### src/rtl/piradip_latency_matcher_pkg.sv
// Shared types and helpers for the sideband latency matcher.
// Holds the control FSM encoding and the latency clamp used on configuration.
package piradip_latency_matcher_pkg;

   typedef enum logic {
      LM_RUN,
      LM_FLUSH
   } latmatch_state_t;

   function automatic logic [31:0] clamp_latency(input logic [31:0] req, input logic [31:0] max_lat);
      return (req > max_lat) ? max_lat : req;
   endfunction

endpackage

### src/rtl/piradip_latency_matcher_lane.sv
// One lane of the sideband delay line: a MAX_LATENCY-deep shift of {valid, oob}
// with a runtime-selected output tap and a zero-latency combinational bypass.
module piradip_latency_matcher_lane
   import piradip_latency_matcher_pkg::*;
#(
   parameter int MAX_LATENCY = 16,
   parameter int OOB_W       = 1,
   parameter int LAT_W       = $clog2(MAX_LATENCY + 1)
) (
   input  logic             clk,
   input  logic             resetn,
   input  logic [LAT_W-1:0] cur_latency,
   input  logic             clear_valid,
   input  logic             suppress,
   input  logic             in_valid,
   input  logic [OOB_W-1:0] in_oob,
   output logic             out_valid,
   output logic [OOB_W-1:0] out_oob,
   output logic             busy
);

   logic [MAX_LATENCY-1:0] valid_sr;
   logic [OOB_W-1:0]       oob_sr [MAX_LATENCY];
   logic                   tap_valid;
   logic [OOB_W-1:0]       tap_oob;
   logic                   stage_busy;

   // Stage 0 always captures the input; a latency change wipes every older valid.
   always_ff @(posedge clk or negedge resetn) begin
      if (!resetn) begin
         valid_sr <= '0;
         for (int i = 0; i < MAX_LATENCY; i++) begin
            oob_sr[i] <= '0;
         end
      end else begin
         valid_sr[0] <= in_valid;
         oob_sr[0]   <= in_oob;
         for (int i = MAX_LATENCY - 1; i > 0; i--) begin
            valid_sr[i] <= clear_valid ? 1'b0 : valid_sr[i-1];
            oob_sr[i]   <= oob_sr[i-1];
         end
      end
   end

   always_comb begin
      tap_valid  = 1'b0;
      tap_oob    = '0;
      stage_busy = 1'b0;
      for (int i = 0; i < MAX_LATENCY; i++) begin
         if (cur_latency == LAT_W'(i + 1)) begin
            tap_valid = valid_sr[i];
            tap_oob   = oob_sr[i];
         end
         if (valid_sr[i] && (LAT_W'(i) < cur_latency)) begin
            stage_busy = 1'b1;
         end
      end
   end

   always_comb begin
      busy = stage_busy;
      if (cur_latency == '0) begin
         out_valid = in_valid;
         out_oob   = in_oob;
      end else begin
         out_valid = tap_valid & ~suppress;
         out_oob   = tap_oob;
      end
   end

endmodule

### src/rtl/piradip_latency_matcher.sv
// Multi-lane sideband latency matcher: delays valid/oob by a software-selected
// latency and concatenates them with the already-delayed in-band data.
module piradip_latency_matcher
   import piradip_latency_matcher_pkg::*;
#(
   parameter int NUM_CHANNELS      = 2,
   parameter int IN_BAND_WIDTH     = 32,
   parameter int OUT_OF_BAND_WIDTH = 1,
   parameter int MAX_LATENCY       = 16,
   parameter int LAT_W             = $clog2(MAX_LATENCY + 1)
) (
   input  logic                                                   clk,
   input  logic                                                   resetn,
   input  logic [LAT_W-1:0]                                       cfg_latency,
   input  logic                                                   cfg_load,
   output logic [LAT_W-1:0]                                       cur_latency,
   output logic                                                   cfg_err,
   output logic                                                   flushing,
   output logic                                                   busy,
   input  logic [NUM_CHANNELS-1:0]                                in_valid,
   input  logic [NUM_CHANNELS*OUT_OF_BAND_WIDTH-1:0]              out_of_band,
   input  logic [NUM_CHANNELS*IN_BAND_WIDTH-1:0]                  in_band,
   output logic [NUM_CHANNELS-1:0]                                out_valid,
   output logic [NUM_CHANNELS*(IN_BAND_WIDTH+OUT_OF_BAND_WIDTH)-1:0] out_data
);

   localparam int OOB_SW = (OUT_OF_BAND_WIDTH > 0) ? OUT_OF_BAND_WIDTH : 1;
   localparam int LANE_W = IN_BAND_WIDTH + OUT_OF_BAND_WIDTH;

   latmatch_state_t         state, state_next;
   logic [LAT_W-1:0]        flush_cnt;
   logic [LAT_W-1:0]        req_latency;
   logic                    req_clamped;
   logic                    apply_cfg;
   logic [NUM_CHANNELS-1:0] lane_busy;

   // A load that resolves to the latency already in force is deliberately ignored.
   always_comb begin
      req_latency = LAT_W'(clamp_latency(32'(cfg_latency), 32'(MAX_LATENCY)));
      req_clamped = 32'(cfg_latency) > 32'(MAX_LATENCY);
      apply_cfg   = cfg_load && (req_latency != cur_latency);
   end

   always_ff @(posedge clk or negedge resetn) begin
      if (!resetn) begin
         state <= LM_RUN;
      end else begin
         state <= state_next;
      end
   end

   always_comb begin
      state_next = state;
      if (apply_cfg) begin
         state_next = (req_latency == '0) ? LM_RUN : LM_FLUSH;
      end else if ((state == LM_FLUSH) && (flush_cnt <= LAT_W'(1))) begin
         state_next = LM_RUN;
      end
   end

   always_comb begin
      flushing = (state == LM_FLUSH);
   end

   always_ff @(posedge clk or negedge resetn) begin
      if (!resetn) begin
         cur_latency <= LAT_W'(1);
         flush_cnt   <= '0;
         cfg_err     <= 1'b0;
      end else begin
         cfg_err <= cfg_err | (cfg_load & req_clamped);
         if (apply_cfg) begin
            cur_latency <= req_latency;
            flush_cnt   <= req_latency;
         end else if ((state == LM_FLUSH) && (flush_cnt != '0)) begin
            flush_cnt <= flush_cnt - LAT_W'(1);
         end
      end
   end

   for (genvar k = 0; k < NUM_CHANNELS; k++) begin : g_lane
      logic [OOB_SW-1:0] lane_oob_in;
      logic [OOB_SW-1:0] lane_oob_out;

      if (OUT_OF_BAND_WIDTH > 0) begin : g_oob
         assign lane_oob_in = out_of_band[k*OUT_OF_BAND_WIDTH +: OUT_OF_BAND_WIDTH];
         assign out_data[k*LANE_W +: LANE_W] = {lane_oob_out, in_band[k*IN_BAND_WIDTH +: IN_BAND_WIDTH]};
      end else begin : g_no_oob
         assign lane_oob_in = '0;
         assign out_data[k*LANE_W +: LANE_W] = in_band[k*IN_BAND_WIDTH +: IN_BAND_WIDTH];
      end

      piradip_latency_matcher_lane #(
         .MAX_LATENCY (MAX_LATENCY),
         .OOB_W       (OOB_SW),
         .LAT_W       (LAT_W)
      ) u_lane (
         .clk         (clk),
         .resetn      (resetn),
         .cur_latency (cur_latency),
         .clear_valid (apply_cfg),
         .suppress    (flushing),
         .in_valid    (in_valid[k]),
         .in_oob      (lane_oob_in),
         .out_valid   (out_valid[k]),
         .out_oob     (lane_oob_out),
         .busy        (lane_busy[k])
      );
   end

   assign busy = |lane_busy;

endmodule
### config.mk
export PLATFORM = sky130hd
export DESIGN_NAME = piradip_latency_matcher
export DESIGN_NICKNAME = d
export VERILOG_FILES = /design/src/rtl/piradip_latency_matcher_pkg.sv /design/src/rtl/piradip_latency_matcher_lane.sv /design/src/rtl/piradip_latency_matcher.sv
export SDC_FILE = /design/constraint.sdc
export NUM_CORES = 1
export LEC_CHECK = 0
export ABC_CLOCK_PERIOD_IN_PS = 3150
export CAP_MARGIN = 25
export CORE_UTILIZATION = 40
export DETAILED_ROUTE_END_ITERATION = 8
export HOLD_SLACK_MARGIN = 0.05
export PLACE_DENSITY = 0.73
export SETUP_SLACK_MARGIN = 0.3
export SLEW_MARGIN = 20
export SYNTH_ARGS = -nofsm -noshare
export SYNTH_HDL_FRONTEND = slang
export SYNTH_SLANG_ARGS = --single-unit
export TNS_END_PERCENT = 1
### constraint.sdc
create_clock -name clk -period 3.15 [get_ports clk]
set_clock_uncertainty 0.2 [all_clocks]
set_input_delay 0.945 -clock clk [delete_from_list [all_inputs] [get_ports clk]]
set_output_delay 0.945 -clock clk [all_outputs]
set_load 0.01 [all_outputs]
# After elaboration in Yosys (flattened, before gate mapping)
# Cells that the tools add are included.
# word_totals
word_cells,256
regBits,76
output_inout_bits,76
# classes
bitwise,5
magnitude_cmp,18
eq_ne,17
n_addsub,1
n_mux,136
n_reduce_logical,41
# op_table
operator,count
1-bit two-way mux,133
"5-bit by 4-bit equality test with 1-bit output, second input constant",8
"4-bit by 5-bit < comparator with 1-bit output, first input constant",8
1-bit logical AND,35
"5-bit by 3-bit equality test with 1-bit output, second input constant",4
"3-bit by 5-bit < comparator with 1-bit output, first input constant",4
5-bit two-way mux,3
"5-bit by 2-bit equality test with 1-bit output, second input constant",2
5-bit zero test,2
"1-bit by 5-bit < comparator with 1-bit output, first input constant",2
"2-bit by 5-bit < comparator with 1-bit output, first input constant",2
"5-bit by 1-bit equality test with 1-bit output, second input constant",1
"5-bit equality test, second input constant",1
"5-bit greater-than comparator, second input constant",1
"5-bit by 1-bit less-or-equal comparator with 1-bit output, second input constant",1
5-bit inequality test,1
5-bit nonzero test,1
"5-bit by 1-bit subtractor with 5-bit output, second input constant",1
2-bit nonzero test,2
1-bit AND,3
2-bit OR reduction,1
1-bit NOT,1
1-bit bitwise OR,1

# Longest topological paths before layout
# Gate-level depths: netlist (run 1).
# logic_depth
depth_word,19
depth_mapped,8
depth_no_buf,6

# Cells and area by module
# From an unflattened synthesis (run 1), not the netlist that was laid out.
# hier_totals
cells_unflattened,431
area_unflattened_um2,4340.4
# modules_own_cells
module,cells_each,area_per_inst_um2,instances,seq_area_each_um2
piradip_latency_matcher_lane,146,1541.5,2,800.8
piradip_latency_matcher,139,1257.5,1,301.5

# Worst setup path before layout (run 1)
# OpenSTA, ideal clock, no wires.
# synth_path
path_type,flip-flop to output port
startpoint,register cur_latency[2]
endpoint,output out_valid[0]
arrival_ps,1811
slack_ps,194
stages_incl_launch_ff,9
path_cell_list,dfrtp_1 > buf_6 > or4_4 > buf_6 > nor2_8 > o2bb2ai_1 > a21bo_1 > a41oi_2 > buf_4
# synth_via
elab_chain_len,19
elab_cells_between_ends,35
# synth_lines
element,line_no,text
from (decl),piradip_latency_matcher.sv:16,"output logic [LAT_W-1:0] cur_latency,"
from (signal assigned),piradip_latency_matcher.sv:73,cur_latency <= req_latency;
5-bit by 1-bit equality test with 1-bit output,piradip_latency_matcher_lane.sv:50,if (cur_latency == LAT_W'(i + 1)) begin
1-bit two-way mux (16 in a row),piradip_latency_matcher_lane.sv:50,
1-bit AND,piradip_latency_matcher_lane.sv:66,out_valid = tap_valid & ~suppress;
1-bit two-way mux (*),piradip_latency_matcher_lane.sv:62,if (cur_latency == '0) begin
to (decl),piradip_latency_matcher.sv:23,"output logic [NUM_CHANNELS-1:0] out_valid,"
# Mark *: on every way between the ends. The rest lies on a longest branch, timed or not.

# Worst setup path after layout (run 1)
# layout_path
startpoint,register cur_latency[0]
endpoint,output out_valid[0]
# The elaborated chain is that of the path after synthesis.

==> results of run 1 <==
-- sequential cells by signal, indices dropped and copies added, names as in the netlist --
| signal | cells |
|---|---|
| flush_cnt | 5 |
| g_lane.u_lane.valid_sr | 32 |
| flushing | 1 |
| cfg_err | 1 |
| g_lane.u_lane.oob_sr | 32 |
| cur_latency | 5 |
-- routing by layer --
metal,GRT usage [%],up-vias,part of all wire [%]
met4,10.8,0,3.9
met5,0,-,0
li1,-,1370,-
met3,5.02,48,6.0
met2,30.4,99,47
met1,24.1,1435,43
-- critical path, stage by stage (launching register included) --
cell and delay, ns:
dfstp_2 0.40, or4_4 0.60, nor2_8 0.14, o2bb2ai_2 0.10, a21bo_1 0.22, a41oi_2 0.18, buf_2 0.17
-- kinds of logic (layout without fill, tap and decap cells) --
| group | count (synthesis) | in the layout | synth area share (%) |
|---|---|---|---|
| AND/OR/NAND/NOR | 114 | 114 | 15.3 |
| XOR/XNOR | 6 | 6 | 1.29 |
| buffers and inverters | 100 | 110 | 16.5 |
| AO/OA/AOI/OAI | 94 | 94 | 15.1 |
| flip-flops | 76 | 76 | 46.8 |
| multiplexers | 16 | 16 | 4.09 |
| adder cells (fa/ha/maj) | 3 | 3 | 0.922 |
-- Yosys cell counts, drive strengths merged (2+ instances only) --
master and number:
o31ai 4, a21oi 22, nand2 21, o2bb2ai 2
a31o 2, or4 3, a21bo 2, mux2 5
dfrtp 75, xnor2 4, o32ai 2, o2111ai 2
mux2i 11, nor2b 36, o21ai 22, clkbuf 10
a41oi 2, nand3 4, inv 9, ha 3
o211ai 2, or3 2, a211oi 3, a22oi 2
nor2 23, nor4 8, xor2 2, nor3 8
o22ai 5, buf 81, o32a 2, o21a 3
a31oi 10, nand2b 2
-- metrics by stage --
step                std cells  TNS [ns]  hold slack [ns]
floorplan                 409         0            0.146
global placement          529     -1.56            0.157
detailed placement        529     -1.71            0.162
CTS                       551    -0.518            0.172
global route              552    -0.903            0.181
finish                    552    -0.589            0.167
-- what timing repair did --
action,CTS,global route
buffers inserted,6,1
endpoints found under the setup margin,6,5
gates resized for setup,40,9
pin swaps,7,7
-- power groups by stage --
stage | registers [W] | clock network [W] | logic [W]
final | 0.00112 | 0.000731 | 0.000741
after global routing | 0.00113 | 0.000786 | 0.000809
after CTS | 0.00112 | 0.000757 | 0.000725
after detailed placement | 0.00114 | 0 | 0.000710
after global placement | 0.00113 | 0 | 0.000677
after floorplan | 0.00112 | 0 | 0.000519
-- worst max path at each step --
stage                               start            to  slack, ns  cells after the start
2_1_floorplan  cur_latency[2]$_DFFE_PN0P_  out_valid[0]       0.19                      8
3_3_place_gp                  in_valid[0]  out_valid[0]      -0.52                      5
3_5_place_dp                  in_valid[0]  out_valid[0]      -0.54                      5
4_1_cts        cur_latency[1]$_DFFE_PN0P_          busy      -0.21                      7
5_1_grt        cur_latency[1]$_DFFE_PN0P_  out_valid[0]      -0.20                      8
6_report       cur_latency[0]$_DFFE_PN1P_  out_valid[0]      -0.16                      6
-- cell type report --
cell class / instances / area share [%]
tap: 133 / 3.62
sequential: 76 / 41.4
clock buffer: 12 / 3.16
inverter: 9 / 0.735
clock inverter: 4 / 1.06
timing repair buffer: 85 / 16.1
multi-input combinational: 233 / 34.0
==> results_dict.tcl, run 1 <==
set metrics [dict create \
    antenna_found_initial 0 \
    r2r.worst_path.cells 9 \
    pwr-share-comb_pct 28.6 \
    min-delay-start "g_lane[1].u_lane.oob_sr[11]$_DFF_PN0_" \
    vias 2952 \
    worstReg2RegEnd "flush_cnt[0]$_DFFE_PN0P_" \
    fin_area_mm2 0.00460 \
    start_kind "register" \
    hold_viol_final 0 \
    diodes 0 \
    r2r-start "cur_latency[0]$_DFFE_PN1P_" \
    grt_max_degree 46 \
    setup_violations 5 \
    path_class "register to output port" \
    synth_ff_type "dfrtp_1" \
    cts_buffer_depth 2 \
    finalMaxSlewViolations 0 \
    critPathArrivalTime_ns 2.17 \
    p_sw_share_pct 30.9 \
    post-route-util_pct 46.8 \
    period_minus_slack_ns 3.31 \
    yosys.area.top_type "dfrtp_1" \
    firstDrtPassIters 4 \
    io_buffers 23 \
    fmax_ghz 0.302 \
    cts.sinks 76 \
    final.period_utilization_pct 105 \
    hold_depth 0 \
    synth_nets 488 \
    final_cell_mix "75 x dfrtp_1, 52 x buf_4, 36 x nor2b_1" \
    synthTopCellsByArea "dfrtp_1 46%, buf_4 13%, nor2b_1 5.5%, a21oi_1 2.7%, mux2i_1 2.7%" \
    p_leak_nw 2.01 \
    drtIter0Drc 195 \
    initial_utilization_pct 41.5 \
    totalWireLength_um 9480 \
    via_per_inst 5.35 \
    htreeDepth 3 \
    layout_setup_ws_ns -0.163 \
    die-area_mm2 0.0106 \
    relSlewSlack_pct 60.9 \
    synth_edf_count 0 \
    rsz0062_at_grt "true" \
    multi_input_area_mm2 0.00156 \
    postSynthCellCount 409 \
    gp_congestion 0.903 \
    reg2reg_slack_ns 0.68 \
    grt_pass1_vias 3019 \
    holdPathEnd "g_lane[1].u_lane.oob_sr[10]$_DFF_PN0_" \
    fill_cells 938 \
    clockRootBuffer "clkbuf_8" \
    synth-warning-count 0 \
    p_int_w 0.00179 \
    synth_top_area_share_pct 46.1 \
    cts_buffers 9 \
    placed_area_mm2 0.00428 \
    dp_hpwl_um 6920 \
    wire_per_inst_um 17.2 \
    num_rows 36 \
    antenna_left 0 \
    die_w_um 103 \
    worst_slew_pin_slew_ns 0.586 \
    cts_tree "yes" \
    grt_overflow_total 0 \
    syn_to_final_growth_pct 13.0 \
    synth.avg_cell_area_um2 9.95 \
    violations "negative setup slack" \
    die_h_um 103 \
    ys_seq_elements 76 \
    regArea_mm2 0.00190 \
    path_clk_slew_ns 0.08 \
    insertion_delay_ns 0.35 \
    p_seq_share_pct 43.3 \
    synth_cell_type_count 56 \
    fin_nets 493 \
    layout-drive-gt1-share_pct 26.0 \
    endpoint_kind "output port" \
    grt_pass1_wl_um 15300 \
    layout.cells.most_common "dfrtp_1" \
    cp_max_fo 4 \
    num_io_pins 152 \
    clkPwrFrac_pct 28.2 \
    required_ns 2.00 \
    power_per_cell_area_mw_per_mm2 564 \
    dp_worst_setup_slack_ns -0.536 \
    ys_async_sr_fraction_pct 100 \
    seq_area_frac_synth_pct 46.8 \
    vdd_drop_max_mv 0.238 \
    cts_hold_buffers 0 \
    status "finished, violations left" \
    grtUsageTotal_pct 19.3 \
    core_mm2 0.00982 \
    drc 0 \
    finalPower_w 0.00259 \
    p_switching_w 0.000801 \
    maxCapViolCount 0 \
    netlist_area_mm2 0.00407 \
    hold_path_class "register to register" \
]
Note: power is estimated with default switching activity, not from simulation.
==> run 2: changes to the inputs <==
Settings changed: HOLD_SLACK_MARGIN 0.05 to unset.
==> results of run 2 <==
The final DEF is identical to that of run 1; final timing and power are the same.
==> run 3: changes to the inputs <==
Settings changed: PLACE_DENSITY 0.73 to 0.72, SYNTH_HIERARCHICAL set to 1.
==> run 3 against run 2 <==
  * The flow still finishes with violations (negative setup slack)
  * Wire length increased by 0.32%
  * Flip-flop and latch count unchanged
  * Largest cell class unchanged
  * Critical path type unchanged
  * Largest power group unchanged
  * Cell area rose by 9.7%
  * Cell count grew 6.7%
  * Synthesized cell count grew 5.4%
==> results_dict.tcl, run 3 <==
set metrics [dict create \
    status "finished, violations left" \
    violations "negative setup slack" \
    diodes 0 \
    reg_top3 "g_lane.u_lane/oob_sr (32), g_lane.u_lane/valid_sr (32)" \
    relSlewSlack_pct 59.4 \
    path_clk_slew_ns 0.07 \
    die-area_mm2 0.0113 \
    ys_seq_elements 76 \
    wire_per_inst_um 16.1 \
    hold_viol_final 0 \
    cts_buffer_depth 2 \
    synth.avg_cell_area_um2 10.1 \
    antenna_left 0 \
    fmax_ghz 0.288 \
    start_kind "register" \
    finalMaxSlewViolations 0 \
    critPathArrivalTime_ns 2.32 \
    totalWireLength_um 9510 \
    hold_depth 0 \
    period_minus_slack_ns 3.47 \
    dp_worst_setup_slack_ns -0.563 \
    power_per_cell_area_mw_per_mm2 511 \
    reg2reg_slack_ns 0.77 \
    yosys.cell_count.top_type "dfrtp_1" \
    cts_buffers 9 \
    via_per_inst 5.54 \
    final.period_utilization_pct 110 \
    firstDrtPassIters 4 \
    gp_congestion 0.842 \
    required_ns 2.00 \
    synth-warning-count 6 \
    synthTopCellsByArea "dfrtp_1 43%, buf_4 12%, nor2b_1 4.8%, mux2i_1 3.5%, a21oi_1 2.5%" \
    ys_async_sr_fraction_pct 100 \
    r2r.worst_path.cells 6 \
    grt_pass1_vias 3200 \
    layout-drive-gt1-share_pct 29.1 \
    core_mm2 0.0104 \
    synth_edf_count 0 \
    seq_area_frac_synth_pct 43.8 \
    dp_hpwl_um 6730 \
    num_io_pins 152 \
    crit_chain "buf_12 -> nor2_4 -> nand2_1 -> a222oi_1 -> nand3_1 -> a311o_1 -> or2_4 -> buf_6" \
    synth_ff_type "dfrtp_1" \
    antenna_found_initial 0 \
    drc 0 \
    syn_to_final_growth_pct 16.2 \
    postSynthCellCount 431 \
    grtUsageTotal_pct 18.2 \
    cts.sinks 76 \
    grt_overflow_total 0 \
    io_buffers 23 \
    worst_slew_pin_slew_ns 0.609 \
    maxCapViolCount 0 \
    drtIter0Drc 93 \
    synth_nets 510 \
    synth_cell_type_count 62 \
    clockRootBuffer "clkbuf_8" \
    die_w_um 106 \
    htreeDepth 3 \
    cp_max_fo 8 \
    cts_tree "yes" \
    final_cell_mix "71 x dfrtp_1, 58 x buf_4, 33 x nor2b_1" \
    cts_hold_buffers 0 \
    synth_top_area_share_pct 43.2 \
    num_rows 37 \
    endpoint_kind "output port" \
    hold_path_class "register to register" \
    vias 3263 \
    setup_violations 5 \
    initial_utilization_pct 41.7 \
    yosys.area.top_type "dfrtp_1" \
    path_class "register to output port" \
    rsz0062_at_grt "true" \
    cpPeakStageDelay_ns 0.51 \
    post-route-util_pct 48.4 \
    finalPower_w 0.00257 \
    synth_common_cells "75 x dfrtp_1, 70 x buf_4, 33 x nor2b_1" \
    netlist_area_mm2 0.00434 \
    die_h_um 106 \
    p_leak_nw 2.20 \
    grt_pass1_wl_um 16100 \
    critPathSlowestCell "dfrtp_2" \
    insertion_delay_ns 0.36 \
    layout_setup_ws_ns -0.318 \
    fin_nets 527 \
    layout.cells.most_common "dfrtp_1" \
    grt_max_degree 50 \
    vdd_drop_max_mv 0.278 \
    hold_ws_ns 0.176 \
]
## run 3: cell types whose count changed after synthesis, moves of 5 or more
cell	previous run	this run
nand2_1	21	16
buf_6	3	8
o21ai_0	22	17
a22o_1	0	5
inv_1	9	18
clkbuf_1	9	2
nor4_1	8	3
nor2_1	22	14
## run 3: what timing repair did
item	4_1_cts	5_1_grt
setup buffers	9	2
pin swaps	18	7
endpoints found under the setup margin	7	36
resized for setup	47	14
## run 3: logic make-up (layout without fill, tap and decap cells)
| group | Yosys count | count (layout) | share of synthesized area [%] |
|---|---|---|---|
| multiplexers | 19 | 19 | 4.50 |
| flip-flops | 76 | 76 | 43.8 |
| adder cells (fa/ha/maj) | 3 | 3 | 0.865 |
| XOR/XNOR | 1 | 1 | 0.202 |
| AO/OA/AOI/OAI | 106 | 106 | 17.5 |
| AND/OR/NAND/NOR | 119 | 119 | 16.1 |
| buffers and inverters | 107 | 129 | 17.0 |
## run 3: path summary, 6_finish.rpt
check                                                startpoint                                endpoint
setup reg to reg                     cur_latency[2]$_DFFE_PN0P_  g_lane[1].u_lane/valid_sr[1]$_DFF_PN0_
hold / removal             g_lane[1].u_lane/oob_sr[6]$_DFF_PN0_    g_lane[1].u_lane/oob_sr[5]$_DFF_PN0_
hold reg to reg            g_lane[1].u_lane/oob_sr[6]$_DFF_PN0_    g_lane[1].u_lane/oob_sr[5]$_DFF_PN0_
max in group asynchronous                                resetn    g_lane[1].u_lane/oob_sr[1]$_DFF_PN0_
min in group asynchronous                                resetn  g_lane[0].u_lane/valid_sr[4]$_DFF_PN0_
setup / recovery                     cur_latency[3]$_DFFE_PN0P_                                    busy
## run 3: critical path: cells and delay by family (launching register included)
family | cells | cell delay (ns)
AOI/OAI and AO/OA | 2 | 0.67
buffers and inverters | 2 | 0.29
DFF | 1 | 0.51
and+or+nand+nor | 4 | 0.51
## run 3: where the power goes
| part | total, W | internal, W | switching [W] |
|---|---|---|---|
| logic | 0.000734 | 0.000364 | 0.000370 |
| clock network | 0.000721 | 0.000386 | 0.000335 |
| registers | 0.00112 | 0.00104 | 0.0000774 |
## run 3: layout make-up
cell class / instances / area, um^2
clock buffer: 12 / 145
clock inverter: 4 / 48.8
fill: 921 / 5370
inverter: 19 / 73.8
multi-input combinational: 248 / 1830
sequential: 76 / 1910
tap: 136 / 170
timing repair buffer: 94 / 868
## run 3: through the flow
step | instances | instance area, um^2 | TNS, ns
after global routing | 589 | 5040 | -1.51
after floorplan | 431 | 4380 | 0
after CTS | 587 | 4970 | -1.01
after detailed placement | 562 | 4620 | -1.80
after global placement | 562 | 4620 | -1.76
final | 589 | 5040 | -0.967
## run 3: per-layer routing
metal / GRT usage (%) / part of all wire (%) / wire [um]
met2: 26.2 / 45 / 4310
met1: 23.6 / 44 / 4140
met5: 0 / 0 / 0
met4: 10.0 / 4.1 / 391
met3: 6.44 / 7.0 / 668
